## src/rtl/uart_transmit_unit_pkg.sv

```systemverilog
`default_nettype none
// ============================================================================
//  Module   : uart_transmit_unit_pkg
//  Brief    : Phase encodings shared with the main controller, UART frame
//             constants and the transmit-unit FSM state type.
//  Revision : 1.0  initial release
// ============================================================================
package uart_transmit_unit_pkg;

  // Main-controller phase encodings (status bus)
  typedef enum logic [1:0] {
    RECEIVE  = 2'b00,
    PROCESS  = 2'b01,
    TRANSMIT = 2'b10,
    ALLDONE  = 2'b11
  } phase_e;

  // 8N1 frame: start + 8 data + stop
  localparam int DATA_BITS  = 8;
  localparam int FRAME_BITS = 10;

  // Transmit-unit sequencing states
  typedef enum logic [2:0] {
    S_IDLE  = 3'd0,
    S_FETCH = 3'd1,
    S_WAIT  = 3'd2,
    S_SEND  = 3'd3,
    S_DONE  = 3'd4
  } tx_state_e;

endpackage
`default_nettype wire

```

## src/rtl/uart_transmit_unit_if.sv

```systemverilog
`default_nettype none
// ============================================================================
//  Module   : uart_transmit_unit_if
//  Brief    : Phase status, data-RAM read port and serial-side outputs of the
//             transmit unit, bundled for connection to the unit.
//  Revision : 1.0  initial release
// ============================================================================
interface uart_transmit_unit_if #(
  parameter int ADDR_W = 16
);
  logic [1:0]        status;
  logic              mem_rd_en;
  logic [ADDR_W-1:0] mem_addr;
  logic [7:0]        mem_rdata;
  logic              uart_tx;
  logic              tx_busy;
  logic              end_transmitting;

  // Transmit unit side
  modport master (
    input  status, mem_rdata,
    output mem_rd_en, mem_addr, uart_tx, tx_busy, end_transmitting
  );

  // Environment side (controller, RAM, pin)
  modport slave (
    output status, mem_rdata,
    input  mem_rd_en, mem_addr, uart_tx, tx_busy, end_transmitting
  );
endinterface
`default_nettype wire

```

## src/rtl/uart_tx_serializer.sv

```systemverilog
`default_nettype none
// ============================================================================
//  Module   : uart_tx_serializer
//  Brief    : 8N1 serializer. A load pulse starts a frame on the next edge;
//             done pulses during the final cycle of the stop bit.
//  Revision : 1.0  initial release
// ============================================================================
module uart_tx_serializer
  import uart_transmit_unit_pkg::*;
#(
  parameter int CLKS_PER_BIT = 434
) (
  input  logic                 clock,
  input  logic                 reset_n,
  input  logic                 load_i,
  input  logic [DATA_BITS-1:0] data_i,
  output logic                 tx_o,
  output logic                 busy_o,
  output logic                 done_o
);

  localparam int               CNT_W    = (CLKS_PER_BIT > 1) ? $clog2(CLKS_PER_BIT) : 1;
  localparam logic [CNT_W-1:0] CNT_LAST = CNT_W'(CLKS_PER_BIT - 1);
  localparam logic [3:0]       IDX_STOP = 4'(FRAME_BITS - 1);

  logic [CNT_W-1:0]     cnt_q;
  logic [3:0]           idx_q;
  logic [DATA_BITS-1:0] shift_q;
  logic                 tx_q;
  logic                 busy_q;
  logic                 bit_end;

  assign bit_end = busy_q && (cnt_q == CNT_LAST);
  assign done_o  = bit_end && (idx_q == IDX_STOP);
  assign tx_o    = tx_q;
  assign busy_o  = busy_q;

  // Bit timing and shifting; line returns high immediately on reset
  always_ff @(posedge clock or negedge reset_n) begin
    if (!reset_n) begin
      cnt_q   <= '0;
      idx_q   <= '0;
      shift_q <= '0;
      tx_q    <= 1'b1;
      busy_q  <= 1'b0;
    end else if (load_i) begin
      shift_q <= data_i;
      tx_q    <= 1'b0;
      busy_q  <= 1'b1;
      cnt_q   <= '0;
      idx_q   <= '0;
    end else if (busy_q) begin
      if (bit_end) begin
        cnt_q <= '0;
        idx_q <= idx_q + 4'd1;
        if (idx_q == IDX_STOP) begin
          busy_q <= 1'b0;
          tx_q   <= 1'b1;
        end else if (idx_q == IDX_STOP - 4'd1) begin
          tx_q <= 1'b1;
        end else begin
          tx_q    <= shift_q[0];
          shift_q <= shift_q >> 1;
        end
      end else begin
        cnt_q <= cnt_q + CNT_W'(1);
      end
    end
  end

endmodule
`default_nettype wire

```

## src/rtl/uart_transmit_unit.sv

```systemverilog
`default_nettype none
// ============================================================================
//  Module   : uart_transmit_unit
//  Brief    : TRANSMIT-phase engine: reads NUM_BYTES bytes from the data RAM
//             and streams them as 8N1 frames, then raises a sticky done flag.
//  Revision : 1.0  initial release
// ============================================================================
module uart_transmit_unit
  import uart_transmit_unit_pkg::*;
#(
  parameter int CLKS_PER_BIT = 434,
  parameter int ADDR_W       = 16,
  parameter int NUM_BYTES    = 65536
) (
  input  logic                clock,
  input  logic                reset_n,
  uart_transmit_unit_if.master bus
);

  // Counter is one bit wider than the address so a full 2**ADDR_W transfer
  // terminates without wrapping back to zero.
  localparam logic [ADDR_W:0] LAST_CNT = (ADDR_W + 1)'(NUM_BYTES);

  tx_state_e         state_q, state_d;
  logic [ADDR_W:0]   byte_cnt_q, byte_cnt_d;
  logic [ADDR_W-1:0] mem_addr_q, mem_addr_d;
  logic              mem_rd_en_q, mem_rd_en_d;
  logic              tx_busy_q, tx_busy_d;
  logic              end_q, end_d;
  logic              ser_load;
  logic              ser_tx, ser_busy, ser_done;

  assign bus.mem_rd_en        = mem_rd_en_q;
  assign bus.mem_addr         = mem_addr_q;
  assign bus.tx_busy          = tx_busy_q;
  assign bus.end_transmitting = end_q;
  assign bus.uart_tx          = ser_tx;

  // State, counter and registered outputs
  always_ff @(posedge clock or negedge reset_n) begin
    if (!reset_n) begin
      state_q     <= S_IDLE;
      byte_cnt_q  <= '0;
      mem_addr_q  <= '0;
      mem_rd_en_q <= 1'b0;
      tx_busy_q   <= 1'b0;
      end_q       <= 1'b0;
    end else begin
      state_q     <= state_d;
      byte_cnt_q  <= byte_cnt_d;
      mem_addr_q  <= mem_addr_d;
      mem_rd_en_q <= mem_rd_en_d;
      tx_busy_q   <= tx_busy_d;
      end_q       <= end_d;
    end
  end

  // Next state; outputs are decoded from the next state so they are valid
  // in the same cycle the FSM enters the corresponding state.
  always_comb begin
    state_d    = state_q;
    byte_cnt_d = byte_cnt_q;
    ser_load   = 1'b0;
    case (state_q)
      S_IDLE:  if (bus.status == TRANSMIT) state_d = S_FETCH;
      S_FETCH: state_d = S_WAIT;
      S_WAIT: begin
        // RAM data is valid now; the serializer has already gone idle
        if (!ser_busy) begin
          ser_load = 1'b1;
          state_d  = S_SEND;
        end
      end
      S_SEND: begin
        if (ser_done) begin
          byte_cnt_d = byte_cnt_q + 1'b1;
          state_d    = (byte_cnt_d == LAST_CNT) ? S_DONE : S_FETCH;
        end
      end
      S_DONE:  state_d = S_DONE;
      default: state_d = S_IDLE;
    endcase
    mem_rd_en_d = (state_d == S_FETCH);
    mem_addr_d  = (state_d == S_FETCH) ? byte_cnt_d[ADDR_W-1:0] : mem_addr_q;
    tx_busy_d   = state_d inside {S_FETCH, S_WAIT, S_SEND};
    end_d       = (state_d == S_DONE);
  end

  uart_tx_serializer #(
    .CLKS_PER_BIT (CLKS_PER_BIT)
  ) u_ser (
    .clock   (clock),
    .reset_n (reset_n),
    .load_i  (ser_load),
    .data_i  (bus.mem_rdata),
    .tx_o    (ser_tx),
    .busy_o  (ser_busy),
    .done_o  (ser_done)
  );

endmodule
`default_nettype wire
```

## src/flat_wrapper.sv

```systemverilog
// flat-port wrapper written by rule: the top's interface ports become plain ports
module uart_transmit_unit_flat import uart_transmit_unit_pkg::*;
#(
  parameter int CLKS_PER_BIT = 434,
  parameter int ADDR_W       = 16,
  parameter int NUM_BYTES    = 65536
)
  (clock, reset_n, bus_status, bus_mem_rdata, bus_mem_rd_en, bus_mem_addr, bus_uart_tx, bus_tx_busy, bus_end_transmitting);
  uart_transmit_unit_if #(.ADDR_W(ADDR_W)) bus_i ();
  input  logic clock;
  input  logic reset_n;
  input wire logic [$bits(bus_i.status)-1:0] bus_status;
  input wire logic [$bits(bus_i.mem_rdata)-1:0] bus_mem_rdata;
  output wire logic [$bits(bus_i.mem_rd_en)-1:0] bus_mem_rd_en;
  output wire logic [$bits(bus_i.mem_addr)-1:0] bus_mem_addr;
  output wire logic [$bits(bus_i.uart_tx)-1:0] bus_uart_tx;
  output wire logic [$bits(bus_i.tx_busy)-1:0] bus_tx_busy;
  output wire logic [$bits(bus_i.end_transmitting)-1:0] bus_end_transmitting;
  assign bus_i.status = bus_status;
  assign bus_i.mem_rdata = bus_mem_rdata;
  assign bus_mem_rd_en = bus_i.mem_rd_en;
  assign bus_mem_addr = bus_i.mem_addr;
  assign bus_uart_tx = bus_i.uart_tx;
  assign bus_tx_busy = bus_i.tx_busy;
  assign bus_end_transmitting = bus_i.end_transmitting;
  uart_transmit_unit #(.CLKS_PER_BIT(CLKS_PER_BIT), .ADDR_W(ADDR_W), .NUM_BYTES(NUM_BYTES)) u_core (.clock(clock), .reset_n(reset_n), .bus(bus_i));
endmodule
```

## config.mk

```make
export PLATFORM = sky130hd
export DESIGN_NAME = uart_transmit_unit_flat
export DESIGN_NICKNAME = d
export VERILOG_FILES = /design/src/rtl/uart_transmit_unit_pkg.sv /design/src/rtl/uart_transmit_unit_if.sv /design/src/rtl/uart_tx_serializer.sv /design/src/rtl/uart_transmit_unit.sv /design/src/flat_wrapper.sv
export SDC_FILE = /design/constraint.sdc
export NUM_CORES = 1
export LEC_CHECK = 0
export BUFFER_PORTS_ARGS = -buffer_cell sky130_fd_sc_hd__buf_4
export CAP_MARGIN = 20
export CORE_ASPECT_RATIO = 1.1
export CORE_MARGIN = 2
export CORE_UTILIZATION = 45
export DETAILED_ROUTE_END_ITERATION = 12
export GPL_ROUTABILITY_DRIVEN = 1
export PLACE_DENSITY = 0.6
export SLEW_MARGIN = 20
export SYNTH_ARGS = -nofsm -noshare
export SYNTH_HDL_FRONTEND = slang
export SYNTH_SLANG_ARGS = --single-unit
```

## constraint.sdc

```tcl
create_clock -name clock -period 2.93 [get_ports clock]
set_clock_uncertainty 0.15 [all_clocks]
set_input_delay 0.4395 -clock clock [delete_from_list [all_inputs] [get_ports clock]]
set_output_delay 0.4395 -clock clock [all_outputs]
set_load 0.1 [all_outputs]
```

=== Yosys cells after proc, flatten, opt, wreduce, memory -nomap -nowiden ===
Index checks and enable logic that the tools add are counted.

* Bits in registers: 62
* Output and inout port bits: 20
* Logic and storage cells: 68

* $add $sub $neg: 3
* Eq/ne operators: 15
* Mux-type cells: 29
* Reduce and logical (&&, ||, !) cells: 9

{| class="wikitable"
|+ Operators with widths
! operator !! number
|-
| two-way mux 8 bit || 5
|-
| two-way mux 16 bit || 2
|-
| two-way mux 9 bit || 3
|-
| adder 17 x 1 -> 17 bit (second input constant) || 1
|-
| equality test 17 bit (second input constant) || 1
|-
| one-hot mux 3 bit (5 select lines) || 1
|-
| equality test 3 x 2 -> 1 bit (second input constant) || 4
|-
| two-way mux 3 bit || 4
|-
| two-way mux 4 bit || 3
|-
| two-way mux 1 bit || 11
|-
| adder 9 x 1 -> 9 bit (second input constant) || 1
|-
| equality test 9 bit (second input constant) || 1
|-
| equality test 4 bit (second input constant) || 2
|-
| equality test 3 x 1 -> 1 bit (second input constant) || 2
|-
| equality test 3 bit (second input constant) || 2
|-
| adder 4 x 1 -> 4 bit (second input constant) || 1
|-
| inequality test 2 x 1 -> 1 bit (second input constant) || 2
|-
| AND reduction 2 bit || 2
|-
| AND reduction 4 bit || 1
|-
| nonzero test 2 bit || 2
|-
| logical NOT 3 bit || 1
|-
| nonzero test 3 bit || 1
|-
| equality test 2 bit (second input constant) || 1
|-
| logical AND 1 bit || 2
|}

=== Logic depth before layout (Yosys ltp) ===
* Depth after elaboration: 7
* Mapped depth: 10
* Mapped depth without buffers: 9

=== Modules after synthesis ===
A second synthesis with hierarchy kept.

* Cell total of the unflattened synthesis: 306
* Area total of the unflattened synthesis: 3379.5 um^2

{| class="wikitable"
|+ By module, submodules not included
! module !! times used !! cells an instance !! area each (um^2) !! sequential area each (um^2)
|-
| uart_transmit_unit || 1 || 186 || 2114.5 || 975.9
|-
| uart_tx_serializer || 1 || 120 || 1265.0 || 576.8
|}

=== Worst setup path after synthesis ===
OpenSTA, ideal clock, no wires.

* Kind: register to register
* From: register u_core.byte_cnt_q[0]
* To: register u_core.mem_addr_q[10], in the netlist u_core.bus.mem_addr[10]
* Library setup time: 125 ps
* Data arrival time: 2438 ps
* Setup slack: 217 ps
* Cell stages (with the launch flop): 10
* Clock period less this slack: 2713 ps
* Path through: dfrtp_1 ha_1 nand3_1 nor3_1 xor2_1 nor4_2 nand4_2 o21bai_4 buf_8 mux2_4

* Word-level cells in the longest chain between the ends: 6

{| class="wikitable"
|+ RTL lines
! element !! RTL line !! RTL
|-
| start: declaration || uart_transmit_unit.sv:25 || <nowiki>logic [ADDR_W:0] byte_cnt_q, byte_cnt_d;</nowiki>
|-
| start signal: assignment || uart_transmit_unit.sv:50 || <nowiki>byte_cnt_q <= byte_cnt_d;</nowiki>
|-
| adder 17 x 1 -> 17 bit * || uart_transmit_unit.sv:76 || <nowiki>byte_cnt_d = byte_cnt_q + 1'b1;</nowiki>
|-
| equality test 17 bit || uart_transmit_unit.sv:77 || <nowiki>state_d = (byte_cnt_d == LAST_CNT) ? S_DONE : S_FETCH;</nowiki>
|-
| two-way mux 3 bit || uart_transmit_unit.sv:77 ||
|-
| two-way mux 3 bit || uart_transmit_unit.sv:75 || <nowiki>if (ser_done) begin</nowiki>
|-
| one-hot mux 3 bit (5 select lines) || uart_transmit_unit.sv:64 || <nowiki>case (state_q)</nowiki>
|-
| equality test 3 x 1 -> 1 bit || uart_transmit_unit.sv:84 || <nowiki>mem_addr_d = (state_d == S_FETCH) ? byte_cnt_d[ADDR_W-1:0] : mem_addr_q;</nowiki>
|-
| end signal: assignment || uart_transmit_unit.sv:51 || <nowiki>mem_addr_q <= mem_addr_d;</nowiki>
|-
| end: declaration || uart_transmit_unit.sv:26 || <nowiki>logic [ADDR_W-1:0] mem_addr_q, mem_addr_d;</nowiki>
|}

Mark *: on every way between the ends. The rest lies on a longest branch, timed or not.
A chain may end at the register's enable or synchronous reset.

=== Worst setup path after layout ===
* From: register u_core.u_ser.idx_q[1]
* To: register u_core.mem_addr_q[15], in the netlist u_core.bus.mem_addr[15]

* Word-level cells in the longest chain between the ends: 5

{| class="wikitable"
|+ RTL lines
! element !! RTL line !! RTL
|-
| start: declaration || uart_tx_serializer.sv:27 || <nowiki>logic [3:0] idx_q;</nowiki>
|-
| start signal: assignment || uart_tx_serializer.sv:55 || <nowiki>idx_q <= idx_q + 4'd1;</nowiki>
|-
| equality test 4 bit * || uart_tx_serializer.sv:34 || <nowiki>assign done_o = bit_end && (idx_q == IDX_STOP);</nowiki>
|-
| logical AND 1 bit * || uart_tx_serializer.sv:34 ||
|-
| two-way mux 3 bit || uart_transmit_unit.sv:75 ||
|-
| one-hot mux 3 bit (5 select lines) || uart_transmit_unit.sv:64 ||
|-
| equality test 3 x 1 -> 1 bit || uart_transmit_unit.sv:84 ||
|}

Marks and branches as above.

==> metrics.txt <==
Final ANT Viol Nets 0; pwr dens 469 nW/µm²; H-tree depth 3; path depth of the worst reg2reg path 9; vias in the first global route 2294; 1st-iter DRT viols 94; GRT Total Usage 0.173; setup bufs post-CTS 0; Seq/Total Area, Yosys 0.504; gr ovfl total 0; P&R area growth vs syn 19.2%; Clock transition at path regs 0.07 ns; Worst Setup EP u_core.bus.mem_addr[15]; r2r startpoint u_core.u_ser.idx_q[1]; Synth warnings 0; DP Wirelength 4070 µm; GPL Wtd Cong 0.801; syn avg cell area 10.7 µm²; maxcap violations 0; root buffer cell clkbuf_8; Max Slew Vio Count 0; Hold Path Class in -> async; die area 7530 µm²; number of flops mapped to enable cells by yosys 0; Initial Util 0.467; Leak 0.00175 µW; final hold slack 0.0318 ns; synthesized cell area 3080 µm²; final hold viol count 0; critical path arrival 2.83 ns; Critical Path End Type register; Worst IR Drop VDD 292 µV; Die Y 90.8 µm; # clock sinks 62; Clock Path Buffers 2; Req. time, crit path 2.99 ns; fmax 362 MHz; worst skew pair latency 0.33 ns; # port buffers 31; Row Count 31; actual slew at the worst max-slew pin 0.787 ns; Core Region 6590 µm²; Rel. slew slack 0.475; first-pass GRT wire length 10600 µm; status completed; Total Neg Setup Slack 0 ns; vias post-DR 2225; Top FF cell, synth dfrtp_1; WL final 5980 µm; clock period minus worst slack 2.76 ns; ys async rst share 1.00; Worst Setup Path Type reg -> reg; post-synthesis cell type count 50; DRC viols 0; setup slack, reg-to-reg 0.17 ns; Final Net Count 347; IO Pins 32; Die Wd 82.9 µm; largest net degree at the start of global routing 63; diode count 0; Mapped Cells 289; worst setup path start u_core.u_ser.idx_q[1]; TritonCTS buffer count 9; Syn Nets 307; Setup violations, final 0; layout cell share with drive strength beyond 1 0.246; post-route clock period utilization 0.944; crit start category register; First-pass DRT Iterations 4; CTS tree yes; Via-to-Cell Ratio 5.35; antenna violations before repair 0; Worst Path Max Fanout 5; WL per Instance 14.4 µm; FF-to-FF End u_core.bus.mem_addr[15]; Yosys reg bits 62
==> registers in the layout, summed over array words and instances, names as in the netlist <==
signal                       cells
u_core.bus.mem_addr             16
u_core.state_q                   3
u_core.bus.end_transmitting      1
u_core.u_ser.shift_q             8
u_core.u_ser.cnt_q               9
u_core.bus.tx_busy               1
u_core.u_ser.idx_q               4
u_core.bus.mem_rd_en             1
u_core.byte_cnt_q               17
u_core.u_ser.tx_o                1
u_core.u_ser.busy_o              1
==> metal layers <==
layer,up-vias,share of wire,track usage
met5,-,0,0
met4,0,0.019,0.0806
li1,1088,-,-
met3,9,0.030,0.0356
met1,1095,0.45,0.217
met2,33,0.51,0.287
==> cells in the mapped netlist (3+ instances only) <==
cell / n / area (µm²)
xor2_1: 8 / 70.1
inv_1: 9 / 33.8
mux2i_1: 8 / 80.1
nand3b_1: 4 / 30.0
buf_2: 4 / 20.0
nand2_1: 28 / 105
nand3_1: 14 / 70.1
mux2_4: 9 / 135
o21ai_0: 23 / 115
clkbuf_1: 4 / 15.0
dfrtp_1: 61 / 1530
nor2_1: 25 / 93.8
nor3_1: 5 / 25.0
xnor2_1: 16 / 140
and3_1: 3 / 18.8
nor2b_1: 3 / 18.8
nand2b_1: 6 / 37.5
ha_1: 6 / 75.1
nor3b_1: 3 / 22.5
nand4_1: 10 / 62.6
mux2_2: 7 / 78.8
==> critical path, stage by stage (launching register included) <==
cell and delay [ns]:
dfrtp_1 0.41, inv_1 0.09, ha_1 0.19, nand4b_1 0.12
or4_4 0.46, nor4_2 0.30, nand4_2 0.21, o21bai_4 0.21
buf_4 0.18, mux2_2 0.33
==> placed cells by master (no fill, tap or decap), drive strengths merged, types with 2 or more instances in the layout <==
| cell | synthesis | final |
|---|---|---|
| nor4 | 3 | 3 |
| nand4 | 11 | 11 |
| ha | 6 | 6 |
| dfrtp | 61 | 61 |
| xor2 | 8 | 8 |
| or4 | 2 | 2 |
| clkbuf | 5 | 12 |
| and3 | 3 | 3 |
| nor2b | 3 | 3 |
| nor3 | 5 | 5 |
| o31ai | 2 | 2 |
| nand2b | 6 | 6 |
| nand2 | 28 | 28 |
| bufinv | 0 | 2 |
| clkinv | 0 | 2 |
| nor2 | 25 | 25 |
| or3 | 2 | 2 |
| nand3 | 14 | 14 |
| a21oi | 2 | 2 |
| mux2 | 16 | 16 |
| inv | 9 | 9 |
| buf | 5 | 39 |
| mux2i | 8 | 8 |
| nand3b | 4 | 4 |
| xnor2 | 16 | 16 |
| nor3b | 3 | 3 |
| o21ai | 24 | 24 |
==> final cells by class <==
cell class	instances	area [µm²]
Tap cell	82	103
Clock buffer	12	145
Fill cell	600	2920
Timing Repair Buffer	39	305
Clock inverter	4	70.1
Inverter	9	33.8
Multi-Input combinational cell	208	1460
Sequential cell	62	1560
==> per-stage QoR <==
step / utilization / power, µW / cells / setup slack [ns] / cell area, µm²
finish: 0.557 / 1720 / 416 / 0.165 / 3670
global placement: 0.522 / 914 / 400 / 0.152 / 3440
floorplan: - / 885 / 289 / 0.217 / 3080
detailed placement: 0.522 / 916 / 400 / 0.0627 / 3440
global route: 0.557 / 1790 / 416 / -0.00513 / 3670
CTS: 0.554 / 1750 / 416 / 0.0332 / 3650
==> power by group <==
part / switching, µW / internal [µW] / total, µW / leakage (µW)
Clock: 324 / 500 / 824 / 0.000110
Sequential: 3.00 / 861 / 864 / 0.000791
Combinational: 20.4 / 12.6 / 33.0 / 0.000848
Total: 348 / 1370 / 1720 / 0.00175
==> repair_timing <==
action	4_1_cts	5_1_grt
endpoints found under the setup margin	0	15
gates resized for setup	0	6
hold buffers	0	0
==> how the worst min path moves through the flow <==
stage	start	to	slack (ns)	cells past startpoint
final	reset_n	u_core.byte_cnt_q[3]	0.03	1
after global routing	reset_n	u_core.byte_cnt_q[3]	0.11	1
after CTS	reset_n	u_core.byte_cnt_q[3]	0.06	1
after detailed placement	u_core.byte_cnt_q[16]	u_core.byte_cnt_q[16]	0.34	1
after global placement	u_core.byte_cnt_q[16]	u_core.byte_cnt_q[16]	0.33	1
after floorplan	reset_n	u_core.bus.end_transmitting	-0.006	0
==> cells by family (layout without fill, tap and decap cells) <==
kind of cell | after synthesis | count (layout) | share of synthesized area
AOI/OAI and AO/OA | 38 | 38 | 0.0780
xor gates and xnor gates | 24 | 24 | 0.0682
adders and majority gates | 6 | 6 | 0.0244
buffers and inverters | 19 | 64 | 0.0288
DFF | 62 | 62 | 0.504
muxes | 24 | 24 | 0.0954
and+or+nand+nor | 116 | 116 | 0.201
(Power assumes the default switching activity.)
